==> config.mk <==
export PLATFORM = sky130hd
export DESIGN_NAME = latch_serializer_flat
export DESIGN_NICKNAME = d
export VERILOG_FILES = /design/src/rtl/latch_serializer_if.sv /design/src/rtl/latch_serializer.sv /design/src/flat_wrapper.sv
export SDC_FILE = /design/constraint.sdc
export NUM_CORES = 1
export LEC_CHECK = 0
export CORE_ASPECT_RATIO = 0.9
export CORE_MARGIN = 8
export CORE_UTILIZATION = 40
export CTS_CLUSTER_SIZE = 12
export DETAILED_ROUTE_END_ITERATION = 6
export PLACE_DENSITY = 0.76
export SETUP_SLACK_MARGIN = 0.4
export SYNTH_ARGS = -nofsm -noshare
export SYNTH_HDL_FRONTEND = slang
export SYNTH_SLANG_ARGS = --single-unit
==> constraint.sdc <==
create_clock -name i_clk -period 1.6 [get_ports i_clk]
set_clock_uncertainty 0.15 [all_clocks]
set_input_delay 0.24 -clock i_clk [delete_from_list [all_inputs] [get_ports i_clk]]
set_output_delay 0.24 -clock i_clk [all_outputs]
set_load 0.005 [all_outputs]
==> src/rtl/latch_serializer_if.sv <==
// Handshake bundle between a frame requester/word source and the latch serializer.
// slave is the serializer side; master is the side that drives start, word and FIFO status.
interface latch_serializer_if #(
    parameter int NB      = 8,
    parameter int NB_DATA = 32,
    parameter int NB_SEL  = 4
);
    logic               i_start;
    logic [NB_DATA-1:0] i_word;
    logic               i_tx_full;
    logic [NB_SEL-1:0]  o_word_sel;
    logic [NB-1:0]      o_tx_data;
    logic               o_wr_uart;
    logic               o_busy;
    logic               o_done;

    modport slave (
        input  i_start, i_word, i_tx_full,
        output o_word_sel, o_tx_data, o_wr_uart, o_busy, o_done
    );

    modport master (
        output i_start, i_word, i_tx_full,
        input  o_word_sel, o_tx_data, o_wr_uart, o_busy, o_done
    );
endinterface

==> src/rtl/latch_serializer.sv <==
// Streams a frame of HEADER, N_WORDS latched words (MSB byte first) and an XOR checksum
// into a UART TX FIFO, stalling on the FIFO full flag.
//
// state    | meaning
// IDLE     | waiting for i_start
// HEADER   | writing the frame start byte
// FETCH    | latching the word addressed by o_word_sel
// SEND     | shifting out the latched word one byte per accepted write
// CHECKSUM | writing the running XOR of every byte sent
// DONE     | one-cycle completion pulse
module latch_serializer #(
    parameter int          NB      = 8,
    parameter int          NB_DATA = 32,
    parameter int          N_WORDS = 16,
    parameter int          NB_SEL  = 4,
    parameter logic [NB-1:0] HEADER = 8'hA5
) (
    input  logic i_clk,
    input  logic i_reset,
    latch_serializer_if.slave bus
);
    localparam int BPW   = NB_DATA / NB;
    localparam int NB_BC = (BPW > 1) ? $clog2(BPW) : 1;

    typedef enum logic [2:0] {
        ST_IDLE     = 3'd0,
        ST_HEADER   = 3'd1,
        ST_FETCH    = 3'd2,
        ST_SEND     = 3'd3,
        ST_CHECKSUM = 3'd4,
        ST_DONE     = 3'd5
    } state_t;

    state_t             state;
    state_t             state_next;
    logic [NB_SEL-1:0]  word_cnt;
    logic [NB_BC-1:0]   byte_cnt;
    logic [NB_DATA-1:0] word_buf;
    logic [NB-1:0]      chk;
    logic               wr;
    logic [NB-1:0]      tx_data;
    logic               last_byte;
    logic               last_word;

    assign last_byte = (byte_cnt == NB_BC'(BPW - 1));
    assign last_word = (word_cnt == NB_SEL'(N_WORDS - 1));

    always_ff @(posedge i_clk) begin
        if (i_reset) state <= ST_IDLE;
        else         state <= state_next;
    end

    always_comb begin
        state_next = state;
        wr         = 1'b0;
        tx_data    = '0;
        case (state)
            ST_IDLE: begin
                if (bus.i_start) state_next = ST_HEADER;
            end
            ST_HEADER: begin
                tx_data = HEADER;
                if (!bus.i_tx_full) begin
                    wr         = 1'b1;
                    state_next = ST_FETCH;
                end
            end
            ST_FETCH: begin
                state_next = ST_SEND;
            end
            ST_SEND: begin
                tx_data = word_buf[NB_DATA-1 -: NB];
                if (!bus.i_tx_full) begin
                    wr = 1'b1;
                    if (last_byte) state_next = last_word ? ST_CHECKSUM : ST_FETCH;
                end
            end
            ST_CHECKSUM: begin
                tx_data = chk;
                if (!bus.i_tx_full) begin
                    wr         = 1'b1;
                    state_next = ST_DONE;
                end
            end
            ST_DONE: begin
                state_next = ST_IDLE;
            end
            default: begin
                state_next = ST_IDLE;
            end
        endcase
    end

    // Counters stop at their last value instead of wrapping; FETCH and DONE reload them.
    always_ff @(posedge i_clk) begin
        if (i_reset) begin
            word_cnt <= '0;
            byte_cnt <= '0;
            word_buf <= '0;
            chk      <= '0;
        end else begin
            case (state)
                ST_IDLE: begin
                    if (bus.i_start) begin
                        word_cnt <= '0;
                        byte_cnt <= '0;
                        chk      <= '0;
                    end
                end
                ST_HEADER: begin
                    if (wr) chk <= HEADER;
                end
                ST_FETCH: begin
                    word_buf <= bus.i_word;
                    byte_cnt <= '0;
                end
                ST_SEND: begin
                    if (wr) begin
                        word_buf <= word_buf << NB;
                        chk      <= chk ^ word_buf[NB_DATA-1 -: NB];
                        if (!last_byte)      byte_cnt <= byte_cnt + NB_BC'(1);
                        else if (!last_word) word_cnt <= word_cnt + NB_SEL'(1);
                    end
                end
                ST_DONE: begin
                    word_cnt <= '0;
                end
                default: ;
            endcase
        end
    end

    // Reset masks the outputs in the same cycle so an aborted frame never writes again.
    assign bus.o_wr_uart  = wr & ~i_reset;
    assign bus.o_tx_data  = i_reset ? '0 : tx_data;
    assign bus.o_word_sel = i_reset ? '0 : word_cnt;
    assign bus.o_busy     = (state != ST_IDLE) & ~i_reset;
    assign bus.o_done     = (state == ST_DONE) & ~i_reset;
endmodule

==> src/flat_wrapper.sv <==
// flat-port wrapper written by rule: the top's interface ports become plain ports
module latch_serializer_flat 
#(
    parameter int          NB      = 8,
    parameter int          NB_DATA = 32,
    parameter int          N_WORDS = 16,
    parameter int          NB_SEL  = 4,
    parameter logic [NB-1:0] HEADER = 8'hA5
)
  (i_clk, i_reset, bus_i_start, bus_i_word, bus_i_tx_full, bus_o_word_sel, bus_o_tx_data, bus_o_wr_uart, bus_o_busy, bus_o_done);
  latch_serializer_if #(.NB(NB), .NB_DATA(NB_DATA), .NB_SEL(NB_SEL)) bus_i ();
  input  logic i_clk;
  input  logic i_reset;
  input wire logic [$bits(bus_i.i_start)-1:0] bus_i_start;
  input wire logic [$bits(bus_i.i_word)-1:0] bus_i_word;
  input wire logic [$bits(bus_i.i_tx_full)-1:0] bus_i_tx_full;
  output wire logic [$bits(bus_i.o_word_sel)-1:0] bus_o_word_sel;
  output wire logic [$bits(bus_i.o_tx_data)-1:0] bus_o_tx_data;
  output wire logic [$bits(bus_i.o_wr_uart)-1:0] bus_o_wr_uart;
  output wire logic [$bits(bus_i.o_busy)-1:0] bus_o_busy;
  output wire logic [$bits(bus_i.o_done)-1:0] bus_o_done;
  assign bus_i.i_start = bus_i_start;
  assign bus_i.i_word = bus_i_word;
  assign bus_i.i_tx_full = bus_i_tx_full;
  assign bus_o_word_sel = bus_i.o_word_sel;
  assign bus_o_tx_data = bus_i.o_tx_data;
  assign bus_o_wr_uart = bus_i.o_wr_uart;
  assign bus_o_busy = bus_i.o_busy;
  assign bus_o_done = bus_i.o_done;
  latch_serializer #(.NB(NB), .NB_DATA(NB_DATA), .N_WORDS(N_WORDS), .NB_SEL(NB_SEL), .HEADER(HEADER)) u_core (.i_clk(i_clk), .i_reset(i_reset), .bus(bus_i));
endmodule
# Yosys cells after proc, flatten, opt, wreduce, memory -nomap -nowiden
# Index checks and enable logic that the tools add are counted.
[word_totals]
regBits = 49
in_bits = 36
out_inout_bits = 15
wordCells = 67
[classes]
n_addsub = 2
eq_ne = 16
mux = 27
bitwise = 5
reduce_logical = 12
[ops]
columns = ["op", "count"]
rows = [
  ["one-hot mux 32 bit (2 select lines)", 1],
  ["one-hot mux 8 bit (3 select lines)", 2],
  ["2-to-1 mux 32 bit", 1],
  ["2-to-1 mux 8 bit", 4],
  ["2-to-1 mux 4 bit", 5],
  ["2-to-1 mux 3 bit", 6],
  ["one-hot mux 3 bit (5 select lines)", 1],
  ["!= test 2 bit (second input constant)", 6],
  ["one-hot mux 4 bit (3 select lines)", 1],
  ["nonzero test 3 bit", 4],
  ["AND reduction 5 bit", 2],
  ["AND reduction 4 bit", 2],
  ["XOR 8 bit", 1],
  ["equality test 3 x 2 -> 1 bit (second input constant)", 2],
  ["equality test 3 bit (second input constant)", 2],
  ["2-to-1 mux 2 bit", 3],
  ["!= test 2 x 1 -> 1 bit (second input constant)", 3],
  ["one-hot mux 2 bit (3 select lines)", 1],
  ["adder 4 x 1 -> 4 bit (second input constant)", 1],
  ["equality test 4 bit (second input constant)", 1],
  ["bitwise AND 1 bit", 3],
  ["equality test 3 x 1 -> 1 bit (second input constant)", 1],
  ["zero test 3 bit", 1],
  ["OR reduction 3 bit", 1],
  ["6 further kinds", 7],
]

# Longest topological paths before layout
[depth]
ltp_word = 5
depth_mapped = 7
ltp_nobuf = 5

# Worst setup path after synthesis
# OpenSTA, ideal clock, no wires.
[synth_timing]
path_type = "reg2reg"
startpoint = "register u_core.byte_cnt[0]"
endpoint = "register u_core.byte_cnt[0]"
t_arrival_ns = 1.346
required_time_ns = 1.322
slack_ns = -0.023
stages_incl_launch_ff = 6
path_cell_list = "dfxtp_1 > ha_1 > or3b_1 > a21oi_1 > mux2i_1 > nor2_1"
[synth_between]
elab_chain_cells = 4
word_cells_on_any_way = 7
cone_classes = "add/sub (1); eq/ne (2); mux (3); reduce/logical (1)"
[synth_rtl]
columns = ["element", "line", "rtl"]
rows = [
  ["from (decl)", "latch_serializer.sv:37", "logic [NB_BC-1:0] byte_cnt;"],
  ["from (signal assigned)", "latch_serializer.sv:121", "if (!last_byte) byte_cnt <= byte_cnt + NB_BC'(1);"],
  ["adder 2 x 1 -> 2 bit", "latch_serializer.sv:121", ""],
  ["2-to-1 mux 2 bit", "latch_serializer.sv:121", ""],
  ["2-to-1 mux 2 bit", "latch_serializer.sv:118", "if (wr) begin"],
  ["one-hot mux 2 bit (3 select lines)", "latch_serializer.sv:102", "case (state)"],
]
# Parallel ways exist; a longest one is shown, timed or not. The select of a mux whose other input is x is not followed.
# A chain may end at the register's enable or synchronous reset.

# Final worst setup path
[layout_timing]
startpoint = "register u_core.state[1]"
endpoint = "register u_core.word_buf[31]"
[layout_between]
elab_chain_cells = 5
word_cells_on_any_way = 10
cone_classes = "eq/ne (5); mux (2); reduce/logical (3)"
[layout_rtl]
columns = ["element", "line", "rtl"]
rows = [
  ["from (decl)", "latch_serializer.sv:34", "state_t state;"],
  ["from (signal assigned)", "latch_serializer.sv:50", "else state <= state_next;"],
  ["equality test 3 bit (tied with other cells)", "latch_serializer.sv:57", "case (state)"],
  ["OR reduction 3 bit (no source line)", "-", ""],
  ["2-to-1 mux 1 bit", "-", ""],
  ["!= test 2 x 1 -> 1 bit (no source line)", "-", ""],
  ["AND reduction 2 bit (no source line)", "-", ""],
  ["to (signal assigned)", "latch_serializer.sv:114", "word_buf <= bus.i_word;"],
  ["to (signal assigned)", "latch_serializer.sv:119", "word_buf <= word_buf << NB;"],
  ["to (decl)", "latch_serializer.sv:38", "logic [NB_DATA-1:0] word_buf;"],
]
# Parallel ways exist; a longest one is shown, timed or not.

==> results.json <==
{
  "yosys.area.top_type_share": 0.375,
  "peakVddDrop_uv": 427,
  "synth_area_mm2": 0.00261,
  "combPwrFrac": 0.307,
  "critPathMaxFanout": 8,
  "drt_wl_total_mm": 8.30,
  "clock_path_buffers": 2,
  "via_per_inst": 5.29,
  "timing.final.ws_setup_ps": -208,
  "synthCells": 309,
  "grt.overflow.total": 0,
  "netlist_top_cells_area": "dfxtp_1, a311oi_2, nor2_1, nand2_1, a22oi_1",
  "first_pass_iters": 5,
  "h-tree-depth": 2,
  "rr_worst_depth": 6,
  "min_from": "i_reset",
  "swShare": 0.292,
  "outcome": "complete, but fails checks",
  "intPower_mw": 2.08,
  "setup_viol": 56,
  "max_slew_margin": 0.737,
  "worst_pin_slew_ps": 394,
  "cts_buffers": 5,
  "power_frac_seq": 0.463,
  "slew_viol_final": 0,
  "worstSetupEndpointType": "flop",
  "critPathArrivalTime_ps": 1860,
  "grt_pass1_wl_mm": 12.7,
  "antenna_found_initial": 0,
  "clkSinkCount": 49,
  "cp.required_ps": 1660,
  "dp_cells": 467,
  "power.share.clock": 0.230,
  "rr_endpoint": "u_core.word_buf[31]",
  "clockRootBuffer": "clkbuf_8",
  "violations": "negative setup slack",
  "min_path_cells": 3,
  "antenna_cells": 0,
  "final_area_mm2": 0.00428,
  "area_growth_pct": 63.8,
  "max_freq_mhz": 553,
  "io_buffers": 50,
  "synth_cell_type_count": 44,
  "final_nets": 457,
  "seq_area_um2": 1000,
  "place_area_mm2": 0.00350,
  "drt_iter0_markers": 120,
  "dpl.hpwl_mm": 4.94,
  "n_fill_cell": 497,
  "hp-class": "input pin to flop",
  "yosys_warnings": 0,
  "rr_startpoint": "u_core.state[1]",
  "synth_enable_flop_cells": 0,
  "finalCriticalPeriod_ps": 1810,
  "synth.yosys.seq_area_share": 0.375,
  "tns_ps": -6750,
  "syn_avg_cell_area_um2": 8.45,
  "synth_largest_area_cell": "dfxtp_1",
  "timing.final.crit_share": 1.13,
  "startpoint_type": "flop",
  "power_density_mw_per_mm2": 688,
  "num_rows": 28,
  "die_h_um": 92.7,
  "die_area_mm2": 0.00938,
  "total_power_mw": 2.94,
  "p_leak_nw": 1.63,
  "drt-wirelength-per-cell_um": 16.3,
  "grt_max_degree": 27,
  "maxCapViolations": 0,
  "grt_setup_unrepaired": "true",
  "die_x_um": 101,
  "multi_input_area_mm2": 0.00179,
  "finalHoldViolations": 0,
  "layout_common_cells": "nor2_1, nand2_1, buf_4",
  "core_area_mm2": 0.00645,
  "whs_endpoint": "u_core.chk[5]",
  "async_reset_ff_frac": 0,
  "ys.flop_type": "dfxtp_1",
  "ant_nets": 0,
  "grt_pass1_vias": 2732,
  "clkTransAtPathRegs_ps": 90,
  "stdcell_count": 508,
  "vias": 2689,
  "ys_ff_latch": 49,
  "whs_ps": 266,
  "reg2reg_slack_ps": -210,
  "cts_tree": "done",
  "switchingPower_mw": 0.859,
  "initial_core_util": 0.405,
  "boundaryPins": 51,
  "gp_congestion": 0.757,
  "drc_errors": 0,
  "insertion_delay_ps": 290,
  "drive_above_1_share": 0.467,
  "critPathKind": "flop to flop",
  "synth_nets": 347,
  "grt_use_total": 0.164
}
critical path, cell delays in order (launching register included):
cell,delay [ps]
dfxtp_4,380
buf_8,140
and4bb_4,200
or2_4,330
buf_12,160
clkbuf_16,150
a311oi_2,200
layout make-up:
type,instances,share of cell area
Tap cell,90,0.0263
Timing Repair Buffer,129,0.304
Inverter,1,0.000877
Sequential cell,49,0.234
Clock inverter,1,0.00117
Multi-Input combinational cell,233,0.418
Clock buffer,5,0.0161
cell families after synthesis:
kind of cell | count (synthesis) | share of synthesized area
compound gates | 78 | 0.274
fa+ha+maj | 2 | 0.00958
buf+inv | 27 | 0.0599
flops | 49 | 0.375
mux | 2 | 0.00766
simple gates | 151 | 0.273
worst max-delay path by stage:
stage | to | slack (ps) | depth (start not counted) | from
after floorplan | u_core.word_buf[11] | 20 | 6 | u_core.state[0]
after global placement | u_core.word_buf[20] | -360 | 6 | bus_i_tx_full
after detailed placement | u_core.word_buf[14] | -420 | 6 | bus_i_tx_full
after CTS | bus_o_tx_data[4] | -160 | 6 | u_core.state[0]
after global routing | u_core.word_buf[31] | -250 | 6 | u_core.state[1]
final | u_core.word_buf[31] | -210 | 6 | u_core.state[1]
per-stage QoR:
| step | setup slack (ps) | util |
|---|---|---|
| 2_1_floorplan | 21.7 | - |
| 3_3_place_gp | -363 | 0.543 |
| 3_5_place_dp | -420 | 0.543 |
| 4_1_cts | -161 | 0.619 |
| 5_1_grt | -255 | 0.664 |
| 6_report | -208 | 0.664 |
state kept, by name, summed over array words and instances (netlist names):
signal,cells
u_core.chk,8
u_core.byte_cnt,2
u_core.word_buf,32
u_core.word_cnt,4
u_core.state,3
timing repair:
item                                    CTS  global route
hold buffers                              0             0
gates cloned                              2             4
setup buffers                            21             8
resized for setup                       127            29
endpoints found under the setup margin   64            64
pin swaps                                32            42
cell usage after synthesis, types with 2 or more instances:
| library cell | count |
|---|---|
| ha_1 | 2 |
| o21ai_0 | 2 |
| and2_1 | 2 |
| nand2_1 | 50 |
| clkbuf_1 | 8 |
| buf_2 | 8 |
| dfxtp_1 | 49 |
| a21oi_1 | 16 |
| mux2i_1 | 2 |
| buf_6 | 4 |
| nand2b_1 | 8 |
| a311oi_2 | 24 |
| o21ai_1 | 6 |
| o31ai_1 | 4 |
| nor2_1 | 54 |
| a22oi_1 | 16 |
| nand3b_1 | 6 |
| buf_1 | 2 |
| nand3_1 | 6 |
| buf_4 | 4 |
| nor3_1 | 7 |
| nor2b_1 | 7 |
power by group through the flow:
stage,clock (mW),sequential (mW),combinational (mW)
floorplan,0,1.36,0.404
global placement,0,1.37,0.622
detailed placement,0,1.38,0.638
CTS,0.684,1.35,0.775
global route,0.732,1.37,0.967
finish,0.676,1.36,0.904
metal layers:
metal / vias to the layer above / GRT usage / wire length, um
li1: 1316 / - / -
met1: 1295 / 0.198 / 3460
met2: 64 / 0.277 / 4290
met3: 14 / 0.0412 / 382
met4: 0 / 0.0508 / 156
met5: - / 0 / 0
Power figures use the tool's default switching activity.
